[config.mk]
export PLATFORM = sky130hd
export DESIGN_NAME = mem_request_sequencer
export DESIGN_NICKNAME = d
export VERILOG_FILES = /design/src/rtl/mem_seq_pkg.sv /design/src/rtl/mem_request_sequencer_req_fifo.sv /design/src/rtl/mem_request_sequencer.sv
export SDC_FILE = /design/constraint.sdc
export NUM_CORES = 1
export LEC_CHECK = 0
export CORE_ASPECT_RATIO = 1.4
export CORE_MARGIN = 4
export CORE_UTILIZATION = 40
export DETAILED_ROUTE_END_ITERATION = 16
export GPL_TIMING_DRIVEN = 1
export PLACE_DENSITY_LB_ADDON = 0.08
export SYNTH_ARGS = -nofsm -noshare
export SYNTH_HDL_FRONTEND = slang
export SYNTH_SLANG_ARGS = --single-unit
[constraint.sdc]
create_clock -name clk -period 2.9 [get_ports clk]
set_clock_uncertainty 0.2 [all_clocks]
set_input_delay 0.58 -clock clk [delete_from_list [all_inputs] [get_ports clk]]
set_output_delay 0.58 -clock clk [all_outputs]
set_load 0.005 [all_outputs]
[src/rtl/mem_seq_pkg.sv]
// ============================================================================
// Package     : mem_seq_pkg
// Description : Constants shared by the memory request sequencer, the memory
//               module and the cache controller: memory operation codes and
//               the sequencer FSM state encoding.
// Revision    : 1.0 - initial release
// ============================================================================
`default_nettype none

package mem_seq_pkg;

    // Memory-side operation codes (2'b11 is reserved and never driven)
    localparam logic [1:0] CNTRL_IDLE  = 2'b00;
    localparam logic [1:0] CNTRL_READ  = 2'b01;
    localparam logic [1:0] CNTRL_WRITE = 2'b10;

    // Sequencer FSM state encoding
    localparam int unsigned STATE_W = 3;
    localparam logic [STATE_W-1:0] ST_IDLE  = 3'd0;
    localparam logic [STATE_W-1:0] ST_ISSUE = 3'd1;
    localparam logic [STATE_W-1:0] ST_WAIT  = 3'd2;
    localparam logic [STATE_W-1:0] ST_RESP  = 3'd3;
    localparam logic [STATE_W-1:0] ST_DRAIN = 3'd4;

    // Width of the WAIT watchdog counter; covers timeoutCycles up to 2^16-1
    localparam int unsigned TMO_CNT_W = 16;

    // Map a request direction onto the memory operation code
    function automatic logic [1:0] op_code(input logic is_write);
        return is_write ? CNTRL_WRITE : CNTRL_READ;
    endfunction

endpackage : mem_seq_pkg

`default_nettype wire

[src/rtl/mem_request_sequencer_req_fifo.sv]
// ============================================================================
// Module      : req_fifo
// Description : Small synchronous request FIFO for the memory request
//               sequencer. Power-of-two depth, occupancy counter, full/empty
//               flags and a show-ahead head entry.
// Revision    : 1.0 - initial release
// ============================================================================
`default_nettype none

module req_fifo #(
    parameter int WIDTH = 18,
    parameter int DEPTH = 2
) (
    input  logic             clk,
    input  logic             clrN,
    input  logic             push_i,
    input  logic [WIDTH-1:0] push_data_i,
    input  logic             pop_i,
    output logic [WIDTH-1:0] head_o,
    output logic             full_o,
    output logic             empty_o
);

    // DEPTH is at least 2, so the pointer width is at least one bit
    localparam int PTR_W = $clog2(DEPTH);
    localparam int CNT_W = $clog2(DEPTH) + 1;
    localparam logic [CNT_W-1:0] FULL_COUNT = CNT_W'(DEPTH);

    logic [WIDTH-1:0] storage_q [DEPTH];
    logic [PTR_W-1:0] wr_ptr_q;
    logic [PTR_W-1:0] rd_ptr_q;
    logic [CNT_W-1:0] count_q;
    logic [CNT_W-1:0] count_d;
    logic             push_ok;
    logic             pop_ok;

    // Full is taken from the registered occupancy, so a pop in the same
    // cycle never frees a slot for a simultaneous push.
    assign full_o  = (count_q == FULL_COUNT);
    assign empty_o = (count_q == '0);
    assign push_ok = push_i && !full_o;
    assign pop_ok  = pop_i && !empty_o;
    assign head_o  = storage_q[rd_ptr_q];

    // Next occupancy: a simultaneous push and pop leaves it unchanged
    always_comb begin
        count_d = count_q;
        if (push_ok && !pop_ok) begin
            count_d = count_q + CNT_W'(1);
        end else if (!push_ok && pop_ok) begin
            count_d = count_q - CNT_W'(1);
        end
    end

    // Pointers wrap naturally because DEPTH is a power of two
    always_ff @(posedge clk or negedge clrN) begin
        if (!clrN) begin
            wr_ptr_q <= '0;
            rd_ptr_q <= '0;
            count_q  <= '0;
        end else begin
            if (push_ok) begin
                wr_ptr_q <= wr_ptr_q + PTR_W'(1);
            end
            if (pop_ok) begin
                rd_ptr_q <= rd_ptr_q + PTR_W'(1);
            end
            count_q <= count_d;
        end
    end

    // Entry storage needs no reset: it is only read when the count says valid
    always_ff @(posedge clk) begin
        if (push_ok) begin
            storage_q[wr_ptr_q] <= push_data_i;
        end
    end

endmodule : req_fifo

`default_nettype wire

[src/rtl/mem_request_sequencer.sv]
// ============================================================================
// Module      : mem_request_sequencer
// Description : Upstream request stage of the cached memory subsystem.
//               Buffers load/store requests, issues them one at a time to the
//               memory module, waits for dataReady (with a watchdog abort),
//               returns a one-cycle response and drains the ready handshake
//               before the next issue.
// Revision    : 1.0 - initial release
// ============================================================================
`default_nettype none

module mem_request_sequencer
    import mem_seq_pkg::*;
#(
    parameter int ramWidth      = 8,
    parameter int addrSize      = 8,
    parameter int fifoDepth     = 2,
    parameter int timeoutCycles = 255
) (
    input  logic                clk,
    input  logic                clrN,
    input  logic                reqValid,
    output logic                reqReady,
    input  logic                reqWrite,
    input  logic                reqIndirect,
    input  logic [addrSize-1:0] reqAddr,
    input  logic [ramWidth-1:0] reqData,
    output logic                rspValid,
    output logic [ramWidth-1:0] rspData,
    output logic                rspError,
    output logic                busy,
    output logic [1:0]          memCntrl,
    output logic [addrSize-1:0] memAddr,
    output logic [ramWidth-1:0] memDataIn,
    output logic                memIsIndirect,
    input  logic [ramWidth-1:0] memDataOut,
    input  logic                memDataReady
);

    // FIFO entry layout: {write, indirect, addr, data}
    localparam int ENTRY_W = 2 + addrSize + ramWidth;
    localparam logic [TMO_CNT_W-1:0] TMO_LIMIT = TMO_CNT_W'(timeoutCycles);

    logic [ENTRY_W-1:0]   fifo_wdata;
    logic [ENTRY_W-1:0]   fifo_head;
    logic                 fifo_full;
    logic                 fifo_empty;
    logic                 fifo_push;
    logic                 fifo_pop;

    logic [STATE_W-1:0]   state_q;
    logic [STATE_W-1:0]   state_d;
    logic [TMO_CNT_W-1:0] tmo_cnt_q;
    logic [TMO_CNT_W-1:0] tmo_cnt_d;
    logic [ramWidth-1:0]  rsp_data_q;
    logic [ramWidth-1:0]  rsp_data_d;
    logic                 rsp_err_q;
    logic                 rsp_err_d;

    logic                 issue_write_q;
    logic                 issue_ind_q;
    logic [addrSize-1:0]  issue_addr_q;
    logic [ramWidth-1:0]  issue_data_q;

    // ------------------------------------------------------------------
    // Request buffering
    // ------------------------------------------------------------------
    assign fifo_wdata = {reqWrite, reqIndirect, reqAddr, reqData};
    assign fifo_push  = reqValid && !fifo_full;
    assign reqReady   = !fifo_full;

    // The head is only consumed from IDLE, one request in flight at a time
    assign fifo_pop   = (state_q == ST_IDLE) && !fifo_empty;

    req_fifo #(
        .WIDTH (ENTRY_W),
        .DEPTH (fifoDepth)
    ) u_req_fifo (
        .clk         (clk),
        .clrN        (clrN),
        .push_i      (fifo_push),
        .push_data_i (fifo_wdata),
        .pop_i       (fifo_pop),
        .head_o      (fifo_head),
        .full_o      (fifo_full),
        .empty_o     (fifo_empty)
    );

    // ------------------------------------------------------------------
    // Sequencer FSM
    // ------------------------------------------------------------------

    // Next-state, watchdog and response capture logic
    always_comb begin
        state_d    = state_q;
        tmo_cnt_d  = tmo_cnt_q;
        rsp_data_d = rsp_data_q;
        rsp_err_d  = rsp_err_q;
        case (state_q)
            ST_IDLE: begin
                if (!fifo_empty) begin
                    state_d = ST_ISSUE;
                end
            end
            ST_ISSUE: begin
                tmo_cnt_d = '0;
                state_d   = ST_WAIT;
            end
            ST_WAIT: begin
                tmo_cnt_d = tmo_cnt_q + TMO_CNT_W'(1);
                // Completion takes priority over a watchdog expiry in the
                // same cycle, and a ready already high on entry counts.
                if (memDataReady) begin
                    rsp_data_d = memDataOut;
                    rsp_err_d  = 1'b0;
                    state_d    = ST_RESP;
                end else if (tmo_cnt_q == TMO_LIMIT) begin
                    rsp_data_d = '0;
                    rsp_err_d  = 1'b1;
                    state_d    = ST_RESP;
                end
            end
            ST_RESP: begin
                state_d = ST_DRAIN;
            end
            ST_DRAIN: begin
                // Hold off the next issue until the memory drops its ready
                if (!memDataReady) begin
                    state_d = ST_IDLE;
                end
            end
            default: begin
                state_d = ST_IDLE;
            end
        endcase
    end

    // FSM, watchdog and response registers
    always_ff @(posedge clk or negedge clrN) begin
        if (!clrN) begin
            state_q    <= ST_IDLE;
            tmo_cnt_q  <= '0;
            rsp_data_q <= '0;
            rsp_err_q  <= 1'b0;
        end else begin
            state_q    <= state_d;
            tmo_cnt_q  <= tmo_cnt_d;
            rsp_data_q <= rsp_data_d;
            rsp_err_q  <= rsp_err_d;
        end
    end

    // Issue register: loaded only on the pop out of IDLE, so the memory
    // outputs it feeds cannot move during ISSUE or WAIT.
    always_ff @(posedge clk or negedge clrN) begin
        if (!clrN) begin
            issue_write_q <= 1'b0;
            issue_ind_q   <= 1'b0;
            issue_addr_q  <= '0;
            issue_data_q  <= '0;
        end else if (fifo_pop) begin
            {issue_write_q, issue_ind_q, issue_addr_q, issue_data_q} <= fifo_head;
        end
    end

    // ------------------------------------------------------------------
    // Outputs
    // ------------------------------------------------------------------

    // memCntrl decodes straight from the state register so that an
    // asynchronous reset drops it to idle without waiting for a clock.
    assign memCntrl      = ((state_q == ST_ISSUE) || (state_q == ST_WAIT)) ?
                           op_code(issue_write_q) : CNTRL_IDLE;
    assign memAddr       = issue_addr_q;
    assign memDataIn     = issue_data_q;
    assign memIsIndirect = issue_ind_q;

    assign rspValid      = (state_q == ST_RESP);
    assign rspData       = rsp_data_q;
    assign rspError      = rsp_err_q && (state_q == ST_RESP);
    assign busy          = !fifo_empty || (state_q != ST_IDLE);

endmodule : mem_request_sequencer

`default_nettype wire

==> flow_metrics.py <==
metrics = {
    "power": {
        "p_leak_nw": 1.81,
        "vdd_drop_max_mv": 0.502,
        "cellPowerDensity_nw_per_um2": 1020,
    },
    "final_layout": {
        "area.sequential_sq_um": 2330,
        "final_nets": 367,
        "final_layout_size_suffix_gt1_frac": 0.0853,
        "syn_to_final_growth_pct": 29.3,
        "multiInputGateArea_sq_um": 1040,
        "diodes": 0,
        "fin_area_sq_um": 4480,
        "fin_util": 0.540,
        "fill_cells": 720,
    },
    "place": {
        "gp_congestion": 0.760,
        "dpl-instance-area_sq_um": 4180,
        "place_hpwl_mm": 4.69,
        "port_buffers": 60,
    },
    "cts": {
        "path_clk_slew_ns": 0.06,
        "ctsHtreeMaxLevel": 3,
        "root_buffer": "clkbuf_16",
        "clock-sinks": 86,
        "cts_resized": 0,
        "post_cts_buffers": 0,
        "numCtsBuffers": 9,
        "clock_path_buffers": 2,
        "clk_latency_ns": 0.33,
        "cts_tree": "yes",
        "cts_hold_buf": 0,
    },
    "route": {
        "finalWirelength_mm": 6.89,
        "firstDrtPassIters": 4,
        "drt-initial-drc-count": 69,
        "viasPerCell": 5.24,
        "wl_per_cell_um": 15.6,
        "post-route-drc-count": 0,
        "final_antenna_net_count": 0,
        "dr_total_vias": 2318,
    },
    "global_route": {
        "grt_util_met3": 0.0364,
        "overflow": 0,
        "grt_pass1_vias": 2448,
        "grt_busiest_layer": "met2",
        "met1_usage": 0.173,
        "antenna_found_initial": 0,
        "use_met2": 0.249,
        "grt.total_usage": 0.147,
        "grt_max_degree": 40,
        "grt_pass1_wl_mm": 11.8,
    },
    "setup_path": {
        "r2r-start": "tmo_cnt_q[0]$_DFFE_PN0N_",
        "critPathTopFamily": "buffers and inverters",
        "cp_cell_sequence": "xor2_1, nand2b_1, buf_4, nor2_1, clkdlybuf4s50_1",
        "required_ns": 2.12,
        "critPathBufInv": 2,
        "crit_path_max_incr_delay_ns": 0.50,
        "crit_path_start_kind": "flop",
        "endpoint_kind": "primary output",
        "crit_fanout": 15,
        "criticalPathCategory": "flop to primary output",
        "critPathLaunch": "state_q[0]$_DFFE_PN0P_",
        "worstPathArrival_ns": 1.82,
        "cp_slowest_cell": "clkdlybuf4s50_1",
    },
    "logic_synthesis": {
        "syn_area_sq_um": 3460,
        "synth.yosys.seq_area_share": 0.673,
        "ys_types": 40,
        "synth-main-ff-cell": "dfrtp_1",
        "syn_nets": 304,
        "netlist_instances": 272,
        "async_reset_ff_frac": 0.581,
        "ys_ff_latch": 86,
        "yosysWarnings": 0,
        "synth_edf_count": 36,
        "syn_area_per_cell_sq_um": 12.7,
    },
    "sta": {
        "rsz0062_at_grt": "false",
        "setup_tns_ns": 0,
        "timing.fmax_mhz": 385,
        "finalCriticalPeriod_ns": 2.60,
        "finalSetupViolations": 0,
        "drv_slew": 0,
        "relSlewSlack": 0.393,
        "hold_violations": 0,
        "period_share": 0.895,
        "worst_pin_slew_ns": 0.911,
    },
    "die": {
        "ios": 61,
        "die_w_um": 86.7,
        "coreArea_sq_um": 8300,
        "start_util": 0.418,
        "rows": 39,
        "die_h_um": 118,
        "die_area_sq_um": 10200,
    },
    "run": {
        "drv_cap": 0,
    },
    "status": {
        "status": "finished, final reports clean",
    },
    "hold_path": {
        "hold_class": "input port to async pin",
    },
}
==> where the power goes <==
part | internal, mW | switching [mW]
logic | 0.802 | 0.775
registers | 1.66 | 0.191
clock network | 0.670 | 0.470
total | 3.13 | 1.44
==> routing by layer <==
metal / wire length, um / share of wire / vias up
met5: 0 / 0 / -
met2: 3560 / 0.52 / 57
met4: 165 / 0.024 / 0
li1: - / - / 1121
met1: 2870 / 0.42 / 1128
met3: 289 / 0.042 / 12
==> Yosys cell counts (2+ instances only) <==
| library cell | instances | share of area |
|---|---|---|
| nand2_1 | 13 | 0.014 |
| xor2_1 | 4 | 0.010 |
| nand3_1 | 6 | 0.0087 |
| clkbuf_1 | 7 | 0.0076 |
| or4_1 | 2 | 0.0043 |
| mux2i_1 | 18 | 0.052 |
| and3_1 | 3 | 0.0054 |
| o31ai_1 | 3 | 0.0065 |
| nor2_1 | 26 | 0.028 |
| nand2b_1 | 3 | 0.0054 |
| a31oi_1 | 3 | 0.0054 |
| o21ai_0 | 16 | 0.023 |
| and4_1 | 2 | 0.0051 |
| buf_2 | 7 | 0.010 |
| xnor2_1 | 2 | 0.0051 |
| nor4_1 | 3 | 0.0054 |
| o211ai_1 | 2 | 0.0043 |
| a41oi_1 | 3 | 0.0076 |
| edfxtp_1 | 36 | 0.31 |
| dfrtp_1 | 50 | 0.36 |
| a21oi_1 | 24 | 0.035 |
| a22o_1 | 9 | 0.023 |
| and2_1 | 5 | 0.0090 |
| ha_1 | 2 | 0.0072 |
| inv_1 | 6 | 0.0065 |
| nand4_1 | 3 | 0.0054 |
==> worst register-to-register path, delay by kind of cell (launching register included) <==
kind	cells	cell delay, ns
AND/OR/NAND/NOR	2	0.74
AO/OA/AOI/OAI	2	0.47
flip-flops	1	0.38
adder cells (fa/ha/maj)	1	0.24
==> sequential cells by signal (all words and copies together) (netlist names) <==
register,flops
issue_write_q,1
u_req_fifo.count_q,2
rsp_err_q,1
memDataIn,8
u_req_fifo.storage_q,36
u_req_fifo.wr_ptr_q,1
state_q,3
rspData,8
u_req_fifo.rd_ptr_q,1
memAddr,8
memIsIndirect,1
tmo_cnt_q,16
==> final timing paths <==
kind / end / slack (ns) / cells after the start
max: memCntrl[0] / 0.30 / 5
min: tmo_cnt_q[14]$_DFFE_PN0N_ / 0.18 / 1
max reg2reg: rspData[2]$_DFFE_PN0P_ / 0.76 / 5
min reg2reg: u_req_fifo.count_q[1]$_DFFE_PN0P_ / 0.31 / 1
max in group asynchronous: rspData[2]$_DFFE_PN0P_ / 1.61 / 2
min in group clk: u_req_fifo.count_q[1]$_DFFE_PN0P_ / 0.31 / 1
==> placed cells by master (no fill, tap or decap), drive strengths merged, types with 3 or more instances in the layout <==
cell	count
a31oi	3
nand2	13
and2	5
nand3	7
xor2	4
buf	9
and3	3
a21oi	24
dfrtp	50
nand4	3
clkdlybuf4s50	59
nor4	3
a22o	9
clkbuf	9
nand2b	3
nor2	26
clkinv	4
inv	7
a41oi	3
o31ai	3
mux2i	18
edfxtp	36
o21ai	16
==> kinds of logic (layout without fill, tap and decap cells) <==
family          after synthesis  after routing  synth area share
buf+inv                      22             90            0.0285
fa+ha+maj                     2              2           0.00722
compound gates               65             65             0.116
mux                          18             18            0.0520
simple gates                 73             73             0.108
flops                        86             86             0.673
xor+xnor                      6              6            0.0152
==> layout make-up <==
class                      instances  share of cell area
sequential                        86               0.521
multi-input combinational        164               0.233
timing repair buffer              68               0.146
clock buffer                       9              0.0503
tap                              102              0.0285
clock inverter                     7              0.0165
inverter                           6             0.00503
==> metrics by stage <==
stage / total power, mW / hold WS (ns) / std cells / worst slack, ns
2_1_floorplan: 2.74 / 0.0844 / 272 / 0.744
3_3_place_gp: 3.45 / 0.282 / 426 / 0.657
3_5_place_dp: 3.49 / 0.286 / 426 / 0.652
4_1_cts: 4.65 / 0.212 / 442 / 0.283
5_1_grt: 4.89 / 0.257 / 442 / 0.228
6_report: 4.57 / 0.179 / 442 / 0.305
(Power assumes the default switching activity.)
